<file path="src/rtl/ir_baud_gen_param_if.sv">
// rtl/ir_baud_gen_param_if.sv - control/strobe bundle between UART FSMs and the IrDA bit-timing generator
// master = UART side driving control; slave = the timing generator.
interface ir_baud_gen_param_if #(
  parameter int CNT_W = 16
);
  logic             enable;
  logic             resync;
  logic [CNT_W-1:0] baud_div;
  logic             pulse_mode;
  logic             full_baud;
  logic             half_bit_sample;
  logic             pulse;
  logic             os_tick;
  logic [3:0]       os_idx;

  modport master (
    output enable, resync, baud_div, pulse_mode,
    input  full_baud, half_bit_sample, pulse, os_tick, os_idx
  );

  modport slave (
    input  enable, resync, baud_div, pulse_mode,
    output full_baud, half_bit_sample, pulse, os_tick, os_idx
  );
endinterface

</file>
<file path="src/rtl/ir_baud_gen_param.sv">
// rtl/ir_baud_gen_param.sv - IrDA SIR bit-timing generator: baud strobe, sample strobe, IR pulse window
// Define IR_OS_TICK_EN to build the 16x oversample counter (os_tick/os_idx); otherwise those outputs are tied 0.
module ir_baud_gen_param #(
  parameter int CNT_W         = 16,
  parameter int DIV_DEFAULT   = 5208,
  parameter int SAMPLE_OFS    = 60,
  parameter int PULSE_MIN_CYC = 82
) (
  input logic             clock,
  input logic             reset,
  ir_baud_gen_param_if.slave bus
);

  localparam logic [CNT_W-1:0] MIN_P     = CNT_W'(16);
  localparam logic [CNT_W-1:0] PULSE_MIN = CNT_W'(PULSE_MIN_CYC);
  localparam logic [CNT_W-1:0] SAMPLE_AT = CNT_W'(SAMPLE_OFS);
  localparam bit               SAMPLE_OK = (64'(SAMPLE_OFS) < (64'(1) << CNT_W));

  logic [CNT_W-1:0] count_q, count_d;
  logic [CNT_W-1:0] period_q, period_d;
  logic             mode_q, mode_d;

  logic             run;
  logic             last;
  logic             load;
  logic [CNT_W+1:0] triple;
  logic [CNT_W-1:0] pm1;
  logic [CNT_W-1:0] width_frac;
  logic [CNT_W-1:0] width_fix;
  logic [CNT_W-1:0] width;
  logic [CNT_W-1:0] start;
  logic [CNT_W-1:0] offset;
  logic             in_pulse;

  // Reset behaves like enable low so every output is gated in the same cycle.
  assign run    = bus.enable && !reset;
  assign pm1    = period_q - CNT_W'(1);
  assign last   = (count_q >= pm1);
  assign load   = run && !bus.resync && (count_q == '0);

  assign triple     = {2'b00, period_q} + {1'b0, period_q, 1'b0};
  assign width_frac = CNT_W'(triple >> 4);
  assign width_fix  = (pm1 < PULSE_MIN) ? pm1 : PULSE_MIN;
  assign width      = mode_q ? width_fix : width_frac;
  assign start      = (period_q >> 1) - (width >> 1);
  assign offset     = count_q - start;
  assign in_pulse   = (count_q >= start) && (offset < width);

  always_comb begin
    count_d  = count_q;
    period_d = period_q;
    mode_d   = mode_q;
    if (!run || bus.resync || last) begin
      count_d = '0;
    end else begin
      count_d = count_q + CNT_W'(1);
    end
    if (load) begin
      period_d = (bus.baud_div < MIN_P) ? MIN_P : bus.baud_div;
      mode_d   = bus.pulse_mode;
    end
  end

  always_ff @(posedge clock) begin
    if (reset) begin
      count_q  <= '0;
      period_q <= CNT_W'(DIV_DEFAULT);
      mode_q   <= 1'b0;
    end else begin
      count_q  <= count_d;
      period_q <= period_d;
      mode_q   <= mode_d;
    end
  end

  assign bus.full_baud       = run && !bus.resync && last;
  assign bus.half_bit_sample = run && SAMPLE_OK && (count_q == SAMPLE_AT);
  assign bus.pulse           = run && in_pulse;

`ifdef IR_OS_TICK_EN
  localparam int OS_W = CNT_W - 4;

  logic [OS_W-1:0] os_cnt_q, os_cnt_d;
  logic [3:0]      os_idx_q, os_idx_d;
  logic [OS_W-1:0] os_max;
  logic            os_hit;

  assign os_max = OS_W'(period_q >> 4) - OS_W'(1);
  assign os_hit = run && (os_cnt_q == os_max);

  // The index saturates so the last partial sixteenth of a long bit stays at 15.
  always_comb begin
    os_cnt_d = os_cnt_q;
    os_idx_d = os_idx_q;
    if (!run || bus.resync || last) begin
      os_cnt_d = '0;
      os_idx_d = '0;
    end else if (os_hit) begin
      os_cnt_d = '0;
      os_idx_d = (os_idx_q == 4'd15) ? 4'd15 : os_idx_q + 4'd1;
    end else begin
      os_cnt_d = os_cnt_q + OS_W'(1);
    end
  end

  always_ff @(posedge clock) begin
    if (reset) begin
      os_cnt_q <= '0;
      os_idx_q <= '0;
    end else begin
      os_cnt_q <= os_cnt_d;
      os_idx_q <= os_idx_d;
    end
  end

  assign bus.os_tick = os_hit;
  assign bus.os_idx  = os_idx_q;
`else
  assign bus.os_tick = 1'b0;
  assign bus.os_idx  = 4'd0;
`endif

endmodule

</file>
<file path="src/flat_wrapper.sv">
// flat-port wrapper written by rule: the top's interface ports become plain ports
module ir_baud_gen_param_flat 
#(
  parameter int CNT_W         = 16,
  parameter int DIV_DEFAULT   = 5208,
  parameter int SAMPLE_OFS    = 60,
  parameter int PULSE_MIN_CYC = 82
)
  (clock, reset, bus_enable, bus_resync, bus_baud_div, bus_pulse_mode, bus_full_baud, bus_half_bit_sample, bus_pulse, bus_os_tick, bus_os_idx);
  ir_baud_gen_param_if #(.CNT_W(CNT_W)) bus_i ();
  input logic clock;
  input logic reset;
  input wire logic [$bits(bus_i.enable)-1:0] bus_enable;
  input wire logic [$bits(bus_i.resync)-1:0] bus_resync;
  input wire logic [$bits(bus_i.baud_div)-1:0] bus_baud_div;
  input wire logic [$bits(bus_i.pulse_mode)-1:0] bus_pulse_mode;
  output wire logic [$bits(bus_i.full_baud)-1:0] bus_full_baud;
  output wire logic [$bits(bus_i.half_bit_sample)-1:0] bus_half_bit_sample;
  output wire logic [$bits(bus_i.pulse)-1:0] bus_pulse;
  output wire logic [$bits(bus_i.os_tick)-1:0] bus_os_tick;
  output wire logic [$bits(bus_i.os_idx)-1:0] bus_os_idx;
  assign bus_i.enable = bus_enable;
  assign bus_i.resync = bus_resync;
  assign bus_i.baud_div = bus_baud_div;
  assign bus_i.pulse_mode = bus_pulse_mode;
  assign bus_full_baud = bus_i.full_baud;
  assign bus_half_bit_sample = bus_i.half_bit_sample;
  assign bus_pulse = bus_i.pulse;
  assign bus_os_tick = bus_i.os_tick;
  assign bus_os_idx = bus_i.os_idx;
  ir_baud_gen_param #(.CNT_W(CNT_W), .DIV_DEFAULT(DIV_DEFAULT), .SAMPLE_OFS(SAMPLE_OFS), .PULSE_MIN_CYC(PULSE_MIN_CYC)) u_core (.clock(clock), .reset(reset), .bus(bus_i));
endmodule
</file>
<file path="config.mk">
export PLATFORM = sky130hd
export DESIGN_NAME = ir_baud_gen_param_flat
export DESIGN_NICKNAME = d
export VERILOG_FILES = /design/src/rtl/ir_baud_gen_param_if.sv /design/src/rtl/ir_baud_gen_param.sv /design/src/flat_wrapper.sv
export SDC_FILE = /design/constraint.sdc
export NUM_CORES = 1
export LEC_CHECK = 0
export BUFFER_PORTS_ARGS = -buffer_cell sky130_fd_sc_hd__clkbuf_2
export CORE_MARGIN = 4
export CORE_UTILIZATION = 50
export CTS_CLUSTER_DIAMETER = 120
export DETAILED_ROUTE_END_ITERATION = 16
export PLACE_DENSITY = 0.68
export SYNTH_ARGS = -nofsm -noshare
export SYNTH_HDL_FRONTEND = slang
export SYNTH_SLANG_ARGS = --single-unit
</file>
<file path="constraint.sdc">
create_clock -name clock -period 8.7 [get_ports clock]
set_input_delay 0.435 -clock clock [delete_from_list [all_inputs] [get_ports clock]]
set_output_delay 0.435 -clock clock [all_outputs]
set_load 0.05 [all_outputs]
</file>
==> qor_table.md <==
| Step | Item | Reported |
|---|---|---|
| detailed routing | Average vias per placed instance | 5.72 |
| critical path | Critical path capture point type | primary output |
| synth | Post-synth design cell area | 0.00492 mm² |
| layout | Layout fillers | 906 |
| detailed routing | Total Wirelength | 12.3 mm |
| layout | Antenna Diode Count | 0 |
| critical path | Arr. time, crit path | 7.81 ns |
| power and ir drop | Sum of internal, switching and leakage power | 0.685 mW |
| clock network | Maximum buffer depth of the clock tree | 2 |
| clock network | Clock Pin Slew Worst Setup and Hold Paths | 0.06 ns |
| timing | Hold violation count in the final report | 0 |
| power and ir drop | IR drop worst, VDD | 0.0821 mV |
| critical path | Slowest cell on the critical path | or3b_2 |
| timing | Hold WS | 0.363 ns |
| detailed routing | Routed wirelength normalized by instance count | 15.9 µm |
| global routing | Global-route wire length before repair | 20.6 mm |
| status | Result of the run | completed |
| synth | Top FF cell, synth | dfxtp_1 |
| floorplanning | Chip width | 107 µm |
| timing | Final critical-path required period | 8.25 ns |
| global routing | Overall overflow remaining after global route | 0 |
| timing | Number of endpoints failing setup at the final stage | 0 |
| power and ir drop | Reported leakage power | 2.44 nW |
| timing | FMAX | 0.121 GHz |
| layout | Ratio of cells with drive above 1 in the final layout | 8.70% |
| detailed routing | Length of the first detailed-routing pass in iterations | 4 |
| synth | Post-synthesis sequential area ratio | 13.4% |
| floorplanning | Initial cell density of the core | 52.3% |
| synth | Average footprint of a synthesized cell | 7.93 µm² |
| detailed routing | Antenna Violating Nets Remaining | 0 |
| placed design | RD Place Congestion | 0.936 |
| timing | Max transition margin | 65.9% |
| floorplanning | Area of the core region | 0.00942 mm² |
| clock network | Buffer cell driving the clock tree root | clkbuf_8 |
| synth | Number of distinct standard cells referenced by the synthesized netlist | 67 |
| detailed routing | Violation count after the first detailed-routing iteration | 239 |
| critical path | Worst stage delay on the critical path | 0.45 ns |
| detailed routing | DRC violation count after routing | 0 |
| timing | Clock skew after layout | 0.00251 ns |
| floorplanning | Ports | 29 |
| timing | Setup_tns | 0 ns |
| clock network | Clock latency on the worst-skew pair | 0.29 ns |
| timing | Final period utilization | 94.8% |
| critical path | Critical path class | flop to primary output |
| detailed routing | Routed wire length on met3 | 663 µm |
| floorplanning | Die area | 0.0115 mm² |
| job | Number of max-cap violations | 0 |
| layout | Count of nets after finishing | 760 |
| global routing | Largest net degree at the start of global routing | 26 |
| clock network | TritonCTS buffer count | 5 |
| critical path | Kind of start point of the critical path | flop |
| power and ir drop | PwrDens | 131 mW/mm² |
| placed design | Dpl hpwl | 10.3 mm |
| clock network | Buffer count from post-CTS setup fixing | 0 |
| critical path | Required time at the worst-slack endpoint | 8.27 ns |
| synth | Count of warnings emitted by yosys | 0 |
| layout | Layout overhead on the synthesized area | 6.53% |
| clock network | Total clock sinks | 33 |
| critical path | Critical path peak fanout | 6 |
| timing | Max-slew violation count | 0 |
| synth | Number of instances in the synthesized netlist | 621 |
| synth | Count of flip-flops with a built-in enable after synthesis | 0 |
| synth | Flip-flop and latch count after synthesis | 33 |
| critical path | Most frequent CP cell | ha_1 |
| clock network | Number of levels the H-tree was split into | 2 |
| detailed routing | Routed wire length on met2 | 5.73 mm |
| clock network | Clock tree from TritonCTS | yes |
| placed design | Buffers on Ports | 23 |
| global routing | Vias in the first global route | 4405 |
| detailed routing | Top metal layer carrying routed signals | met4 |
| timing | Pin slew with the least headroom to its limit | 0.505 ns |
| timing | Setup repair after global routing missed its margin | false |
| detailed routing | Overall via count from detail_route | 4424 |
| global routing | Total Routing Usage GR | 22.0% |
| synth | Async set or reset register ratio after synthesis | 0% |
| floorplanning | Height of the die | 107 µm |
| layout | Post-Route Utilization | 55.7% |
| global routing | Number of antenna violations at the first check in global routing | 0 |
| worst hold path | Hold WC Path Type | primary input to flop |
| detailed routing | Sum of routed wire segments on met1 | 5.61 mm |
| floorplanning | # rows | 35 |
## cells by family (layout without fill, tap and decap cells)
group	Yosys count	in the layout	synth area share, %
xor+xnor	56	56	9.96
simple gates	192	192	20.6
compound gates	159	159	22.4
other cells	2	9	0.153
mux	9	9	1.83
buf+inv	69	85	6.07
fa+ha+maj	101	101	25.5
flops	33	33	13.4
## sequential cells by signal, indices dropped and copies added (netlist names)
signal	cells
u_core.count_q	16
u_core.mode_q	1
u_core.period_q	16
## area by class of cell
cell class	count	area (µm²)	share of cell area, %
multi-input combinational	526	4000	76.3
sequential	33	663	12.6
inverter	52	195	3.72
tap	129	161	3.08
timing repair buffer	26	138	2.62
clock buffer	7	86.3	1.65
## final timing paths
| path | from | end | slack (ns) | cells after the start |
|---|---|---|---|---|
| max reg2reg | u_core.period_q[0]$_SDFFE_PP0P_ | u_core.count_q[15]$_SDFF_PP0_ | 5.23 | 17 |
| max | u_core.period_q[2]$_SDFFE_PP0P_ | bus_pulse | 0.45 | 35 |
| min reg2reg | u_core.count_q[0]$_SDFF_PP0_ | u_core.count_q[0]$_SDFF_PP0_ | 0.48 | 1 |
| min | bus_baud_div[6] | u_core.period_q[6]$_SDFFE_PP1P_ | 0.36 | 2 |
## cell usage after synthesis, drive strengths merged, types with 2 or more instances
master / number / share of area (%)
clkbuf: 7 / 0.53
ha: 94 / 24
nand3: 18 / 1.8
and4: 3 / 0.53
a211oi: 7 / 1.1
maj3: 6 / 1.2
dfxtp: 33 / 13
o21bai: 2 / 0.30
xnor2: 34 / 6.0
a21o: 21 / 3.2
xor2: 22 / 3.9
a41oi: 2 / 0.51
a211o: 5 / 0.89
a31oi: 3 / 0.38
or2: 7 / 0.89
o221ai: 2 / 0.48
nand3b: 3 / 0.71
a21boi: 11 / 1.9
inv: 52 / 4.0
a2111oi: 2 / 0.36
nor2: 48 / 3.7
o21ai: 30 / 3.0
and2: 8 / 1.0
nand2b: 12 / 1.5
nor4b: 3 / 0.84
nand2: 40 / 3.0
a221oi: 2 / 0.61
conb: 2 / 0.15
buf: 10 / 1.6
nor3: 11 / 1.1
nor2b: 7 / 0.89
a41o: 2 / 0.41
o21a: 7 / 1.1
o31ai: 4 / 0.81
o211ai: 5 / 0.76
nor4: 8 / 1.0
o2bb2ai: 2 / 0.36
mux2i: 9 / 1.8
and3: 8 / 1.0
nand4: 11 / 1.7
a311o: 2 / 0.41
a21oi: 42 / 4.3
## through the flow
step / instance area (µm²) / instances / setup slack [ns]
3_5_place_dp: 5150 / 766 / 0.680
6_report: 5250 / 773 / 0.453
2_1_floorplan: 4950 / 628 / 0.733
3_3_place_gp: 5150 / 766 / 0.856
5_1_grt: 5250 / 773 / 0.000449
4_1_cts: 5240 / 773 / 0.322
## worst max-delay path, delay by kind of cell, from the launching register on
| kind | cells | cell delay [ns] |
|---|---|---|
| AOI/OAI and AO/OA | 11 | 2.16 |
| and+or+nand+nor | 10 | 2.01 |
| adders and majority gates | 7 | 1.94 |
| buffers and inverters | 5 | 0.60 |
| DFF | 1 | 0.40 |
| xor gates and xnor gates | 2 | 0.39 |
## routing by layer
metal / GRT usage, % / up-vias
li1: - / 2254
met1: 28.6 / 2045
met2: 37.3 / 103
met3: 3.43 / 22
met4: 6.67 / 0
met5: 0 / -
## cell usage in the layout, fill, tap and decap left out, types with 9 or more instances in the layout
cell	instances
o21ai_0	30
a21oi_1	41
nor3_1	10
clkbuf_2	22
conb_1	9
nand2b_1	12
nand4_1	10
a21boi_0	9
a21o_1	21
inv_1	52
ha_1	94
xor2_1	22
nor2_1	48
nand2_1	40
nand3_1	18
dfxtp_1	31
mux2i_1	9
xnor2_1	34
## report_power, final
part           leakage (nW)  internal, mW  switching [mW]
clock                0.0443        0.0627          0.0556
sequential            0.268         0.154         0.00636
combinational          2.12         0.173           0.233
## timing repair
item	4_1_cts	5_1_grt
hold buffers	0	0
setup endpoints to repair	0	1
resized for setup	0	5
endpoints found under the hold margin	0	0
Power figures use the tool's default switching activity.
